<file path="config.mk">
export PLATFORM = sky130hd
export DESIGN_NAME = wb_stage
export DESIGN_NICKNAME = d
export VERILOG_FILES = /design/src/rtl/wb_stage.sv
export SDC_FILE = /design/constraint.sdc
export NUM_CORES = 1
export LEC_CHECK = 0
export CAP_MARGIN = 20
export CORE_UTILIZATION = 47
export DETAILED_ROUTE_END_ITERATION = 7
export PLACE_DENSITY = 0.88
export SETUP_SLACK_MARGIN = 0.5
export SLEW_MARGIN = 40
export SYNTH_ARGS = -nofsm -noshare
export SYNTH_HDL_FRONTEND = slang
export SYNTH_SLANG_ARGS = --single-unit
</file>
<file path="constraint.sdc">
create_clock -name clk -period 1.8 [get_ports clk]
set_clock_uncertainty 0.15 [all_clocks]
set_input_delay 0.18 -clock clk [delete_from_list [all_inputs] [get_ports clk]]
set_output_delay 0.18 -clock clk [all_outputs]
set_load 0.05 [all_outputs]
</file>
<file path="src/rtl/wb_stage.sv">
// rtl/wb_stage.sv - writeback stage: result select, load wait, write qualification, timeout
//
// Purpose: accepts one retiring instruction per cycle from MEM, selects ALU
// result or load data, and drives the register file write port one cycle later.
// Loads whose data is not ready wait in WAIT_MEM, stalling upstream, and are
// aborted (err set, no write) after MEM_TIMEOUT cycles.
// Writes to R0 and R7 are suppressed but still retire.
//
// Ports:
//   clk, rst                        clock, async active-high reset
//   in_valid, in_reg_write,         instruction from MEM stage
//   in_mem_read, in_rd, in_alu_result
//   mem_rdata, mem_ready            load data return
//   stall_out                       upstream hold (combinational)
//   RegWrite, RDo, Mem_to_Reg       register file write port (registered)
//   retire_cnt                      retired-instruction counter (wraps)
//   err                             sticky load-timeout flag
//   byp_ra, byp_rb, byp_a_hit,      forwarding compare, only with WB_BYPASS_EN
//   byp_b_hit
//
// Optional feature macro: WB_BYPASS_EN
module wb_stage #(
  parameter int DATA_W      = 8,
  parameter int ADDR_W      = 3,
  parameter int MEM_TIMEOUT = 15
) (
  input  logic              clk,
  input  logic              rst,
  input  logic              in_valid,
  input  logic              in_reg_write,
  input  logic              in_mem_read,
  input  logic [ADDR_W-1:0] in_rd,
  input  logic [DATA_W-1:0] in_alu_result,
  input  logic [DATA_W-1:0] mem_rdata,
  input  logic              mem_ready,
  output logic              stall_out,
  output logic              RegWrite,
  output logic [ADDR_W-1:0] RDo,
  output logic [DATA_W-1:0] Mem_to_Reg,
  output logic [7:0]        retire_cnt,
  output logic              err
`ifdef WB_BYPASS_EN
  ,
  input  logic [ADDR_W-1:0] byp_ra,
  input  logic [ADDR_W-1:0] byp_rb,
  output logic              byp_a_hit,
  output logic              byp_b_hit
`endif
);

  typedef enum logic {IDLE, WAIT_MEM} state_t;

  state_t              state_q, state_d;
  logic [7:0]          tmo_q, tmo_d;
  logic [ADDR_W-1:0]   lrd_q, lrd_d;
  logic                lrw_q, lrw_d;
  logic                we_q, we_d;
  logic [ADDR_W-1:0]   rdo_q, rdo_d;
  logic [DATA_W-1:0]   data_q, data_d;
  logic [7:0]          retire_q, retire_d;
  logic                err_q, err_d;

  // R0 and R7 are hardwired; writes to them retire without a write pulse.
  function automatic logic qualify(input logic rw, input logic [ADDR_W-1:0] rd);
    return rw && (rd != '0) && (rd != ADDR_W'(7));
  endfunction

  always_ff @(posedge clk or posedge rst) begin
    if (rst) begin
      state_q  <= IDLE;
      tmo_q    <= '0;
      lrd_q    <= '0;
      lrw_q    <= 1'b0;
      we_q     <= 1'b0;
      rdo_q    <= '0;
      data_q   <= '0;
      retire_q <= '0;
      err_q    <= 1'b0;
    end else begin
      state_q  <= state_d;
      tmo_q    <= tmo_d;
      lrd_q    <= lrd_d;
      lrw_q    <= lrw_d;
      we_q     <= we_d;
      rdo_q    <= rdo_d;
      data_q   <= data_d;
      retire_q <= retire_d;
      err_q    <= err_d;
    end
  end

  always_comb begin
    state_d   = state_q;
    tmo_d     = tmo_q;
    lrd_d     = lrd_q;
    lrw_d     = lrw_q;
    we_d      = 1'b0;      // write enable is a one-cycle pulse
    rdo_d     = rdo_q;
    data_d    = data_q;
    retire_d  = retire_q;
    err_d     = err_q;
    stall_out = 1'b0;
    case (state_q)
      IDLE: begin
        if (in_valid) begin
          if (!in_mem_read) begin
            we_d     = qualify(in_reg_write, in_rd);
            rdo_d    = in_rd;
            data_d   = in_alu_result;
            retire_d = retire_q + 8'd1;
          end else if (mem_ready) begin
            we_d     = qualify(in_reg_write, in_rd);
            rdo_d    = in_rd;
            data_d   = mem_rdata;
            retire_d = retire_q + 8'd1;
          end else begin
            stall_out = 1'b1;
            lrd_d     = in_rd;
            lrw_d     = in_reg_write;
            tmo_d     = '0;
            state_d   = WAIT_MEM;
          end
        end
      end
      WAIT_MEM: begin
        stall_out = 1'b1;
        if (mem_ready) begin
          // Data arriving on the expiry cycle still wins over the abort.
          we_d     = qualify(lrw_q, lrd_q);
          rdo_d    = lrd_q;
          data_d   = mem_rdata;
          retire_d = retire_q + 8'd1;
          state_d  = IDLE;
        end else begin
          tmo_d = tmo_q + 8'd1;
          if (tmo_q == 8'(MEM_TIMEOUT - 1)) begin
            err_d    = 1'b1;
            retire_d = retire_q + 8'd1;
            state_d  = IDLE;
          end
        end
      end
      default: state_d = IDLE;
    endcase
  end

  assign RegWrite   = we_q;
  assign RDo        = rdo_q;
  assign Mem_to_Reg = data_q;
  assign retire_cnt = retire_q;
  assign err        = err_q;

`ifdef WB_BYPASS_EN
  // RegWrite is never issued for R0/R7, so no extra exclusion is needed here.
  assign byp_a_hit = we_q && (rdo_q == byp_ra);
  assign byp_b_hit = we_q && (rdo_q == byp_rb);
`endif

endmodule

</file>
* Yosys cells after proc, flatten, opt, wreduce, memory -nomap -nowiden
Index checks and enable logic that the tools add are counted.
Widths: inputs -> output; s select.
** Storage, ports and cells
- Bits in registers :: 34
- Logic and storage cells :: 66
** Operators by class
- Bitwise logic cells :: 2
- Mux-type cells :: 32
- Equality and inequality tests :: 10
- $add $sub $neg :: 2
- Reductions and logical operators :: 11
** Operators by type and width (number)
- $mux 8 :: 12
- $pmux 8 s2 :: 3
- $add 8x1->8 const B :: 2
- $mux 3 :: 4
- $ne 2x2->1 const B :: 5
- $mux 1 :: 9
- $ne 3x3->1 const B :: 3
- $reduce_and 3->1 :: 3
- $eq 8x4->1 const B :: 1
- $reduce_and 4->1 :: 2
- $pmux 1 s2 :: 3
- $pmux 3 s2 :: 1
- $reduce_bool 3->1 :: 2
- $logic_and 1x1->1 :: 4
- $ne 3x2->1 const B :: 1
- $not 1->1 :: 2

* Longest topological paths before layout
- Depth in word-level cells :: 7
- Mapped depth :: 6
- Depth with buffers taken out :: 5

* Least setup slack after synthesis
Ideal clock, no wire load.
- Kind :: flip-flop to flip-flop
- Start :: reg state_q
- End :: reg retire_q[1] (netlist: retire_cnt[1])
- Library setup time :: 0.125 ns
- Data arrival time :: 1.375 ns
- Stages on the path, launching flop included :: 6
- Setup slack :: 0.150 ns
- Period minus slack after synthesis :: 1.650 ns
- Required time :: 1.525 ns
- Cells stage by stage :: dfrtp_1 -> nor2_4 -> o22ai_2 -> buf_6 -> nand2_1 -> mux2_4
** Between the ends
- Cells in the longest elaborated chain, start to end :: 3
** RTL lines
- start: declaration :: line 53 : state_t state_q, state_d;
- start signal: assignment :: line 80 : state_q <= state_d;
- $not 1->1 (no line)
- $ne 3x3->1 (no line) or $ne 2x2->1 (tied branches)
- $reduce_and 3->1 (no line)
- end signal: assignment :: line 87 : retire_q <= retire_d;
- end: declaration :: line 60 : logic [7:0] retire_q, retire_d;
Several ways; a longest one is shown, not always the timed one.
A chain may end at the register's enable or synchronous reset.

* Worst setup path in the final report
- Start :: reg state_q
- End :: reg retire_q[2] (netlist: retire_cnt[2])
The elaborated chain is that of the path after synthesis.

==> results.py <==
metrics = {
    "timing": {
        "setup_viol_count_final": 0,
        "final.setup.tns_ns": 0,
        "final_critical_path_setup_slack_ns": 0.0669,
        "maxSlewViolCount": 0,
        "layout_min_cycle_time_ns": 1.73,
        "hold-worst-slack_ns": 0.143,
        "finalCritPeriodShare_pct": 96.3,
        "rsz0062_at_grt": "true",
        "timing.slew.headroom_pct": 70.8,
        "tightest_slew_ns": 0.438,
        "fmax_mhz": 577,
        "final-hold-violation-count": 0,
    },
    "synth": {
        "synthDominantCellAreaShare_pct": 50.4,
        "syn_area_per_cell_um2": 11.1,
        "synth.largest_area_cell": "dfrtp_1",
        "synth_enable_flop_cells": 0,
        "ys_ff_latch": 34,
        "synth.distinct_cells": 37,
        "synth.area.top_cells": "dfrtp_1 (50%), mux2i_1 (6.5%), o21ai_0 (4.7%)",
        "ys.warnings.count": 0,
        "post_synth_instance_area_um2": 1690,
        "postSynthCellCount": 152,
        "ys_dominant_reg_cell": "dfrtp_1",
        "synth-async-reset-ratio_pct": 100,
        "synth.net_count": 180,
        "synthTopCellsByCount": "dfrtp_1 (34), o21ai_0 (16), nand2_1 (15)",
        "seq_area_frac_synth_pct": 50.4,
        "synth_most_common_cell": "dfrtp_1",
    },
    "cells_and_area": {
        "layout-drive-gt1-share_pct": 54.4,
        "layout.nets": 277,
        "finalCoreUtilization_pct": 87.6,
        "fillers": 130,
        "area_growth_pct": 76.0,
        "insertedDiodeCount": 0,
    },
    "pwr": {
        "p_sw_mw": 1.58,
        "comb_power_share_pct": 52.8,
        "power.sequential.fraction_pct": 33.5,
        "clkPwrFrac_pct": 13.6,
        "worst_ir_drop_vdd_mv": 0.764,
        "netSwitchingFraction_pct": 44.5,
        "p_int_mw": 1.97,
        "power.static_leakage_nw": 1.36,
        "power.density_nw_per_um2": 1200,
    },
    "global_routing": {
        "number_of_global_route_vias_before_repair": 1602,
        "grtUsageTotal_pct": 31.9,
        "grt_antenna_before_repair": 0,
        "maximum_number_of_pins_on_one_net_before_global_route_repair": 35,
        "grt.overflow.total": 0,
        "grt_first_pass_wirelength_um": 8230,
    },
    "floorplanning": {
        "start_util_pct": 49.8,
        "core.rowCount": 21,
        "floorplan.io_pins": 47,
        "die_h_um": 61.9,
        "total_die_area_um2": 3830,
        "core_area_um2": 3390,
        "chipWidth_um": 61.9,
    },
    "clock_tree": {
        "inserted_clock_buffers": 5,
        "clock-sinks": 34,
        "cts.htree.levels": 2,
        "cts.clk_slew.worst_paths_ns": 0.12,
        "worstSkewPairLatency_ns": 0.36,
        "cts_hold_buffers": 0,
        "clk_buf_depth": 2,
        "cts_root_buf": "clkbuf_4",
        "cts_tree": "built",
    },
    "detailed_routing": {
        "vias_per_cell": 6.27,
        "routed-via-count": 1856,
        "total_wire_length_after_detailed_routing_um": 7670,
        "wl_per_cell_um": 25.9,
        "antenna_violating_nets_post_route": 0,
        "detailedRoute.firstPassIterationCount": 6,
        "detail_route.drc_violations": 0,
        "drtIter0Drc": 275,
    },
    "placement": {
        "numPortBuffers": 46,
        "detailed_place_hpwl_um": 2920,
        "routabilityCongestion": 0.823,
        "dpl_worst_slack_ns": -0.161,
    },
    "critical_path": {
        "crit_family": "flip-flops",
        "critical_path.cell_chain": "nor2_4 -> o22ai_4 -> bufbuf_16 -> a21boi_2 -> xor2_1",
        "critical_path.n_buffers_inverters": 1,
        "critical_path_class": "reg2reg",
        "worst_ep_required_time_ns": 1.92,
        "path_max_fanout": 6,
        "cp_slowest_cell": "dfrtp_2",
        "critPathMaxStageDelay_ns": 0.51,
        "worst_ep_arrival_time_ns": 1.85,
        "worst_setup_sp_type": "flip-flop",
        "setup.worst_path.end_class": "flip-flop",
    },
    "status": {
        "result_of_the_run": "finished, final reports clean",
    },
    "run": {
        "cap_violations": 0,
    },
    "worst_hold_path": {
        "worst_hold_path_type": "in2async",
    },
}
repair_timing:
item,4_1_cts,5_1_grt
pin swaps,14,17
setup endpoints to repair,45,50
gates resized for setup,49,61
setup buffers,19,16
gates cloned,2,1
cells by family (layout without fill, tap and decap cells):
family,Yosys count,in the layout,share of synthesized area (%)
fa+ha+maj,3,3,2.23
buf+inv,8,106,3.04
simple gates,50,50,17.2
compound gates,29,29,10.8
flops,34,34,50.4
xor+xnor,12,12,6.23
mux,16,16,10.1
metrics by stage:
step	std cells	cell area, um^2	power, mW
2_1_floorplan	152	1740	1.94
3_3_place_gp	250	2280	2.32
3_5_place_dp	250	2280	2.37
4_1_cts	279	2650	3.08
5_1_grt	296	2970	3.66
6_report	296	2970	3.55
cell usage in the layout (no fill, tap or decap), types with 3 or more instances in the layout:
cell | synthesis | final
mux2_4 | 1 | 5
xnor2_1 | 5 | 5
nor2_1 | 6 | 6
mux2i_2 | 0 | 3
xor2_1 | 7 | 7
dlygate4sd2_1 | 0 | 3
buf_4 | 1 | 44
clkbuf_4 | 0 | 5
mux2i_1 | 11 | 6
nand2_2 | 0 | 5
nand2_1 | 15 | 6
nand3_1 | 7 | 7
buf_6 | 2 | 19
dfrtp_1 | 34 | 26
a21oi_2 | 0 | 5
o21ai_2 | 0 | 8
clkdlybuf4s50_1 | 0 | 21
nand2_4 | 0 | 4
nand4_1 | 3 | 3
inv_1 | 3 | 3
buf_12 | 0 | 4
dfrtp_2 | 0 | 8
o21ai_1 | 0 | 7
registers in the layout (all words and copies together) (netlist names):
name,count
Mem_to_Reg,8
tmo_q,8
err,1
lrd_q,3
RDo,3
lrw_q,1
RegWrite,1
retire_cnt,8
state_q,1
cell type report:
class | count | area, um^2 | area share, %
clock buffer | 8 | 58.8 | 1.98
inverter | 3 | 11.3 | 0.379
multi-input combinational | 110 | 1020 | 34.3
sequential | 34 | 861 | 29.0
tap | 46 | 57.6 | 1.94
timing repair buffer | 95 | 961 | 32.4
worst register-to-register path: stages, from the launching register on:
cell	delay, ns
dfrtp_2	0.51
nor2_4	0.17
o22ai_4	0.12
bufbuf_16	0.29
a21boi_2	0.20
xor2_1	0.22
power groups by stage:
stage | clock network, mW | logic, mW | registers [mW]
2_1_floorplan | 0 | 0.343 | 1.59
3_3_place_gp | 0 | 1.18 | 1.14
3_5_place_dp | 0 | 1.21 | 1.16
4_1_cts | 0.447 | 1.50 | 1.13
5_1_grt | 0.499 | 1.95 | 1.20
6_report | 0.484 | 1.87 | 1.19
path summary, 6_finish.rpt:
path / from / endpoint / slack (ns) / depth (start not counted)
max: state_q / retire_cnt[2] / 0.07 / 5
min: rst / Mem_to_Reg[6] / 0.14 / 3
max reg2reg: state_q / retire_cnt[2] / 0.07 / 5
min reg2reg: RDo[2] / RDo[2] / 0.41 / 2
max in group asynchronous: rst / tmo_q[0] / 1.01 / 3
min in group clk: mem_ready / RegWrite / 0.32 / 3
layer usage:
metal,track usage (%),vias up,share of wire (%)
met3,8.28,48,11
met1,35.4,885,35
li1,-,737,-
met2,56.1,186,48
met4,16.8,0,4.9
met5,0,-,0
(Power assumes the default switching activity.)
